<file path="src/rtl/indexed_accum_table.sv">
// indexed_accum_table: indexed write/accumulate table with registered reads and a sequential sum engine
module indexed_accum_table #(
  parameter int DW = 32,
  parameter int NUM_INP = 8,
  parameter int AW = 3,
  parameter int SW = 35
) (
  input  logic          clk,
  input  logic          rst,
  input  logic          clr,
  input  logic          wr_en,
  input  logic          wr_mode,
  input  logic [AW-1:0] wr_idx,
  input  logic [DW-1:0] wr_data,
  input  logic          rd_en,
  input  logic [AW-1:0] rd_idx,
  output logic [DW-1:0] rd_data,
  output logic          rd_valid,
  input  logic          sum_start,
  output logic          sum_busy,
  output logic          sum_valid,
  output logic [SW-1:0] sum_data
);
  typedef enum logic [1:0] {IDLE, ACCUM, DONE} state_t;
  state_t state_q, state_d;
  logic [NUM_INP*DW-1:0] mem_q, mem_d;
  logic [DW-1:0] rd_data_q, rd_data_d, rd_sel, cur;
  logic rd_valid_q, rd_valid_d;
  logic [AW-1:0] ptr_q, ptr_d;
  logic [SW-1:0] acc_q, acc_d, sum_data_q, sum_data_d;
  always_comb begin
    mem_d = mem_q;
    rd_sel = '0;
    cur = '0;
    for (int i = 0; i < NUM_INP; i++) begin
      if (wr_en && 32'(wr_idx) == i) mem_d[i*DW +: DW] = wr_mode ? mem_q[i*DW +: DW] + wr_data : wr_data;
      if (32'(rd_idx) == i) rd_sel = mem_q[i*DW +: DW];
      if (32'(ptr_q) == i) cur = mem_q[i*DW +: DW];
    end
    if (clr) mem_d = '0;
    rd_data_d = rd_en ? rd_sel : rd_data_q;
    rd_valid_d = rd_en;
  end
  always_comb begin
    state_d = state_q;
    ptr_d = ptr_q;
    acc_d = acc_q;
    sum_data_d = sum_data_q;
    if (state_q == IDLE && sum_start) begin
      state_d = ACCUM;
      ptr_d = '0;
      acc_d = '0;
    end else if (state_q == ACCUM) begin
      acc_d = acc_q + SW'(cur);
      ptr_d = ptr_q + 1'b1;
      if (32'(ptr_q) == NUM_INP - 1) begin
        state_d = DONE;
        sum_data_d = acc_d;
      end
    end else if (state_q == DONE) begin
      state_d = IDLE;
    end
    if (clr && state_q != IDLE) begin
      state_d = IDLE;
      sum_data_d = sum_data_q;
    end
  end
  always_ff @(posedge clk) begin
    if (rst) begin
      state_q <= IDLE;
      mem_q <= '0;
      rd_data_q <= '0;
      rd_valid_q <= 1'b0;
      ptr_q <= '0;
      acc_q <= '0;
      sum_data_q <= '0;
    end else begin
      state_q <= state_d;
      mem_q <= mem_d;
      rd_data_q <= rd_data_d;
      rd_valid_q <= rd_valid_d;
      ptr_q <= ptr_d;
      acc_q <= acc_d;
      sum_data_q <= sum_data_d;
    end
  end
  assign rd_data = rd_data_q;
  assign rd_valid = rd_valid_q;
  assign sum_busy = state_q != IDLE;
  assign sum_valid = state_q == DONE;
  assign sum_data = sum_data_q;
endmodule
</file>
<file path="config.mk">
export PLATFORM = sky130hd
export DESIGN_NAME = indexed_accum_table
export DESIGN_NICKNAME = d
export VERILOG_FILES = /design/src/rtl/indexed_accum_table.sv
export SDC_FILE = /design/constraint.sdc
export NUM_CORES = 2
export LEC_CHECK = 0
export CAP_MARGIN = 20
export CORE_UTILIZATION = 38
export CTS_CLUSTER_SIZE = 8
export DETAILED_ROUTE_END_ITERATION = 12
export SKIP_LAST_GASP = 1
export SLEW_MARGIN = 20
export SYNTH_ARGS = -nofsm -noshare
export SYNTH_HDL_FRONTEND = slang
export SYNTH_SLANG_ARGS = --single-unit
</file>
<file path="constraint.sdc">
create_clock -name clk -period 6.55 [get_ports clk]
set_clock_uncertainty 0.1 [all_clocks]
set_input_delay 1.6375 -clock clk [delete_from_list [all_inputs] [get_ports clk]]
set_output_delay 1.6375 -clock clk [all_outputs]
set_load 0.03 [all_outputs]
</file>
# --- After elaboration in Yosys (flattened, before gate mapping) ---
# Index checks and enable logic that the tools add are counted.
word_totals:
  out_inout_bits: 70
  ff_bits: 364
op_classes:
  eq_ne: 25
  n_mux: 28
  bitwise_logic: 2
  reduce_logical: 24
  n_addsub: 10
ops:
  columns: ["op", "n"]
  rows:
  - ["two-way mux 32 bit", 24]
  - ["adder 32 bit", 8]
  - ["equality test 3 bit, second input constant", 12]
  - ["adder 35 x 32 -> 35 bit", 1]
  - ["equality test 3 x 2 -> 1 bit, second input constant", 6]
  - ["logical AND 1 bit", 10]
  - ["equality test 3 x 1 -> 1 bit, second input constant", 3]
  - ["logical NOT 3 bit", 3]
  - ["two-way mux 2 bit", 3]
  - ["OR reduction 2 bit", 3]
  - ["AND reduction 2 bit", 2]
  - ["AND reduction 4 bit", 1]
  - ["nonzero test 2 bit", 2]
  - ["adder 3 x 1 -> 3 bit, second input constant", 1]
  - ["inequality test 3 bit, second input constant", 1]
  - ["nonzero test 3 bit", 1]
  - ["OR reduction 3 bit", 1]
  - ["equality test 2 x 1 -> 1 bit, second input constant", 1]
  - ["equality test 2 bit, second input constant", 1]
  - ["logical NOT 2 bit", 1]
  - ["inequality test 2 bit, second input constant", 1]
  - ["NOT 1 bit", 2]
  - ["two-way mux 1 bit", 1]

# --- Longest topological paths before layout ---
logic_depth:
  depth_word: 10
  mapped_depth: 23
  depth_no_buf: 21

# --- Least setup slack after synthesis ---
# Ideal clock, no wire load.
synth_path:
  path_type: "reg2reg"
  startpoint: "register ptr_q[1]"
  endpoint: "register sum_data_q[30] (netlist: sum_data[30])"
  path_stages_with_launch: 22
  n_path_buf: 1
  slack_ps: 1980
  arrival_ps: 4342
  cell_sequence: "dfxtp_1 -> inv_1 -> ha_1 -> nor3b_1 -> clkbuf_1 -> a221oi_1 -> o311ai_0 -> o21ai_0 -> o211ai_1 -> o21ai_0 -> o21ai_0 -> ha_1 -> a211oi_1 -> nor3_1 -> o311ai_0 -> a311oi_1 -> o211ai_1 -> nand2_1 -> a221oi_1 -> xor2_1 -> o21a_1 -> nor2_1"
synth_between:
  elab_chain_cells: 10
synth_rtl:
  columns: ["item", "line_no", "source"]
  rows:
  - ["start, declared", "29", "logic [AW-1:0] ptr_q, ptr_d;"]
  - ["start signal, assigned", "82", "ptr_q <= ptr_d;"]
  - ["logical NOT 3 bit", "38", "if (32'(ptr_q) == i) cur = mem_q[i*DW +: DW];"]
  - ["two-way mux 32 bit (8 in series)", "38", null]
  - ["adder 35 x 32 -> 35 bit", "54", "acc_d = acc_q + SW'(cur);"]
  - ["end signal, assigned", "84", "sum_data_q <= sum_data_d;"]
  - ["end, declared", "30", "logic [SW-1:0] acc_q, acc_d, sum_data_q, sum_data_d;"]
# Parallel ways exist; a longest one is shown, timed or not.
# A chain may end at the register's enable or synchronous reset.

# --- Worst setup path after layout ---
layout_path:
  startpoint: "register ptr_q[0]"
  endpoint: "register sum_data_q[30] (netlist: sum_data[30])"
# Same word-level chain as after synthesis.

==> results.yml <==
clocking:
  ctsResizeCount: 0
  cts-root-buf: "clkbuf_16"
  clock_path_buffers: 3
  clk_pin_slew_ps: 50
  cts_tree: "yes"
  htreeDepth: 2
  post_cts.repair.setup_buffers: 0
  worstSkewPairLatency_ps: 620
  cts-hold-fix-buffers: 0
  cts_made_buffers: 51
  cts_sinks: 364
sta:
  rsz0062_at_grt: "false"
  min_period_ps: 6000
  relSlewSlack_pct: 17.6
  setup_viol: 0
  finalSetupTns_ps: 0
  fin_hold_ws_ps: 349
  fmax_mhz: 167
  finalMaxSlewViolations: 0
  hold_violations: 0
  tightest_slew_ps: 1230
  post-route-period-util_pct: 91.7
final_layout:
  layout_commonest_cell: "nand2_1"
  layout-drive-gt1-share_pct: 5.94
  area_delta_synth_final_pct: 11.4
  stdcell_area_um2: 35500
  fin_nets: 4542
  final_cell_mix: "nand2_1 (493), o21ai_0 (437), a21oi_1 (404)"
synth:
  synth-seq-area-share_pct: 22.8
  synth.cell_area_um2: 31900
  synth_edf_count: 0
  synth.area.top_cells: "dfxtp_1 (23%), ha_1 (11%), o21ai_0 (6.9%)"
  synth_nets: 4559
  async_reset_ff_share_pct: 0
  yosys.area.top_type_share_pct: 22.8
  avgSynthCellArea_um2: 7.56
  synthDistinctLibCells: 84
  ys.flop_type: "dfxtp_1"
  synth_warnings: 0
  synth_seq_cells: 364
  yosysTopAreaCell: "dfxtp_1"
  netlist_instances: 4219
worst_setup_path:
  crit_required_ps: 6900
  reg2reg_to: "sum_data[30]"
  worstPathArrival_ps: 6360
  reg2reg_from: "ptr_q[0]"
  reg2regPathDepth: 20
  end_kind: "register"
  startpoint_type: "register"
  ff2ff_setup_slack_ps: 550
  critPathKind: "reg2reg"
  cp_max_fo: 20
run:
  drv_cap: 0
placed_design:
  place_hpwl_mm: 91.2
  io_buffers: 114
  place_congestion: 0.969
  placed_cell_area_um2: 34200
global_routing:
  grt_pass1_wl_mm: 181
  grt_pass1_vias: 30100
  antenna_found_initial: 0
  grt_usage_pct: 27.2
  overflow: 0
  grt_max_degree: 111
min_path:
  hp-class: "reg2reg"
  hp-start: "sum_data[29]"
  whs_path_depth: 2
  min_to: "sum_data[29]"
routing:
  met1_length_mm: 54.6
  top_layer: "met4"
  wl_met2_mm: 51.4
  routed_wl_mm: 119
  drt_pass1_iterations: 6
  initialDrtViolationCount: 3160
  post_drt_wl_per_cell_um: 22.6
  wl_met3_mm: 10.1
  drcViolationCount: 0
  vias: 32600
  via_per_inst: 6.17
  drtAntennaViolNets: 0
pwr:
  ir_drop_mv: 0.161
  leakagePower_uw: 0.0146
  power.density_nw_per_um2: 167
floorplan:
  fp-row-count: 105
  ios: 115
  die_x_um: 292
  core_area_um2: 82600
  die_area_um2: 85100
  die_h_um: 292
  start_util_pct: 38.6
run_status:
  status: "finished clean"
## report_power, final
part / switching, uW / leakage [uW] / internal (uW)
clock network: 1070 / 0.000662 / 1400
logic: 757 / 0.0110 / 404
registers: 37.8 / 0.00294 / 2250
## metrics by stage
step / power (uW) / instances / util, % / setup WS, ps
after global routing: 6130 / 5276 / 43.0 / 249
final: 5920 / 5277 / 43.0 / 546
after global placement: 3460 / 5217 / 41.3 / 512
after CTS: 5940 / 5275 / 43.0 / 698
after floorplan: 3080 / 4219 / - / 1980
after detailed placement: 3470 / 5218 / 41.4 / 495
## area by class of cell
| type | instances | area, um2 |
|---|---|---|
| clock buffers | 55 | 1320 |
| fillers | 8388 | 47100 |
| well taps | 1070 | 1340 |
| multi-input cells | 3503 | 23400 |
| diodes | 1 | 2.50 |
| clock inverters | 2 | 25.0 |
| inverters | 82 | 308 |
| flip-flops and latches | 364 | 7290 |
| repair buffers | 200 | 1880 |
## registers in the layout, summed over array words and instances (netlist names)
| signal | cells |
|---|---|
| ptr_q | 3 |
| acc_q | 35 |
| mem_q | 256 |
| rd_data | 32 |
| rd_valid | 1 |
| sum_data | 35 |
| state_q | 2 |
## worst max-delay path, stage by stage (launching register included)
cell and delay [ps]:
dfxtp_1 390, ha_1 230, nor2b_2 520, buf_4 400
a221oi_1 130, o311ai_0 680, o21ai_0 200, o211ai_1 210
o21ai_0 170, o21ai_0 220, ha_1 350, a2111oi_0 460
o21ai_0 190, o2111ai_1 220, a311oi_1 210, o211ai_1 240
nand2_1 120, a221oi_1 330, xor2_1 260, o21a_1 160
nor2_1 40
## per-layer routing
metal | global-route usage (%) | up-vias
met2 | 42.2 | 1376
met1 | 39.0 | 15300
li1 | - | 15700
met5 | 0 | -
met3 | 4.00 | 174
met4 | 7.39 | 0
## logic make-up (layout without fill, tap and decap cells)
family          Yosys count  count (layout)  synth area share (%)
buf+inv                 352             339                  4.18
flops                   364             364                  22.8
simple gates           1262            1262                  18.2
compound gates         1637            1637                  32.2
mux                     102             102                  5.16
other cells               0               1                     0
xor+xnor                207             207                  5.68
fa+ha+maj               295             295                  11.8
## synth_stat cells, drive strengths merged (35+ instances only)
cell,instances
a211oi,99
a21o,137
a21oi,404
a221oi,38
a31oi,176
buf,35
clkbuf,235
dfxtp,364
ha,286
inv,82
mux2i,51
mux4,50
nand2,495
nand2b,83
nand3,65
nor2,320
nor2b,55
nor3,71
o211ai,57
o21a,41
o21ai,441
o311ai,36
xnor2,119
xor2,88
## how the worst max path moves through the flow
| stage | start | endpoint | slack (ps) |
|---|---|---|---|
| final | ptr_q[0] | sum_data[30] | 550 |
| after global routing | ptr_q[1] | acc_q[34] | 250 |
| after CTS | ptr_q[0] | sum_data[30] | 700 |
| after detailed placement | wr_data[0] | mem_q[156] | 500 |
| after global placement | wr_data[0] | mem_q[154] | 510 |
| after floorplan | ptr_q[1] | sum_data[30] | 1980 |
Note: power is estimated with default switching activity, not from simulation.
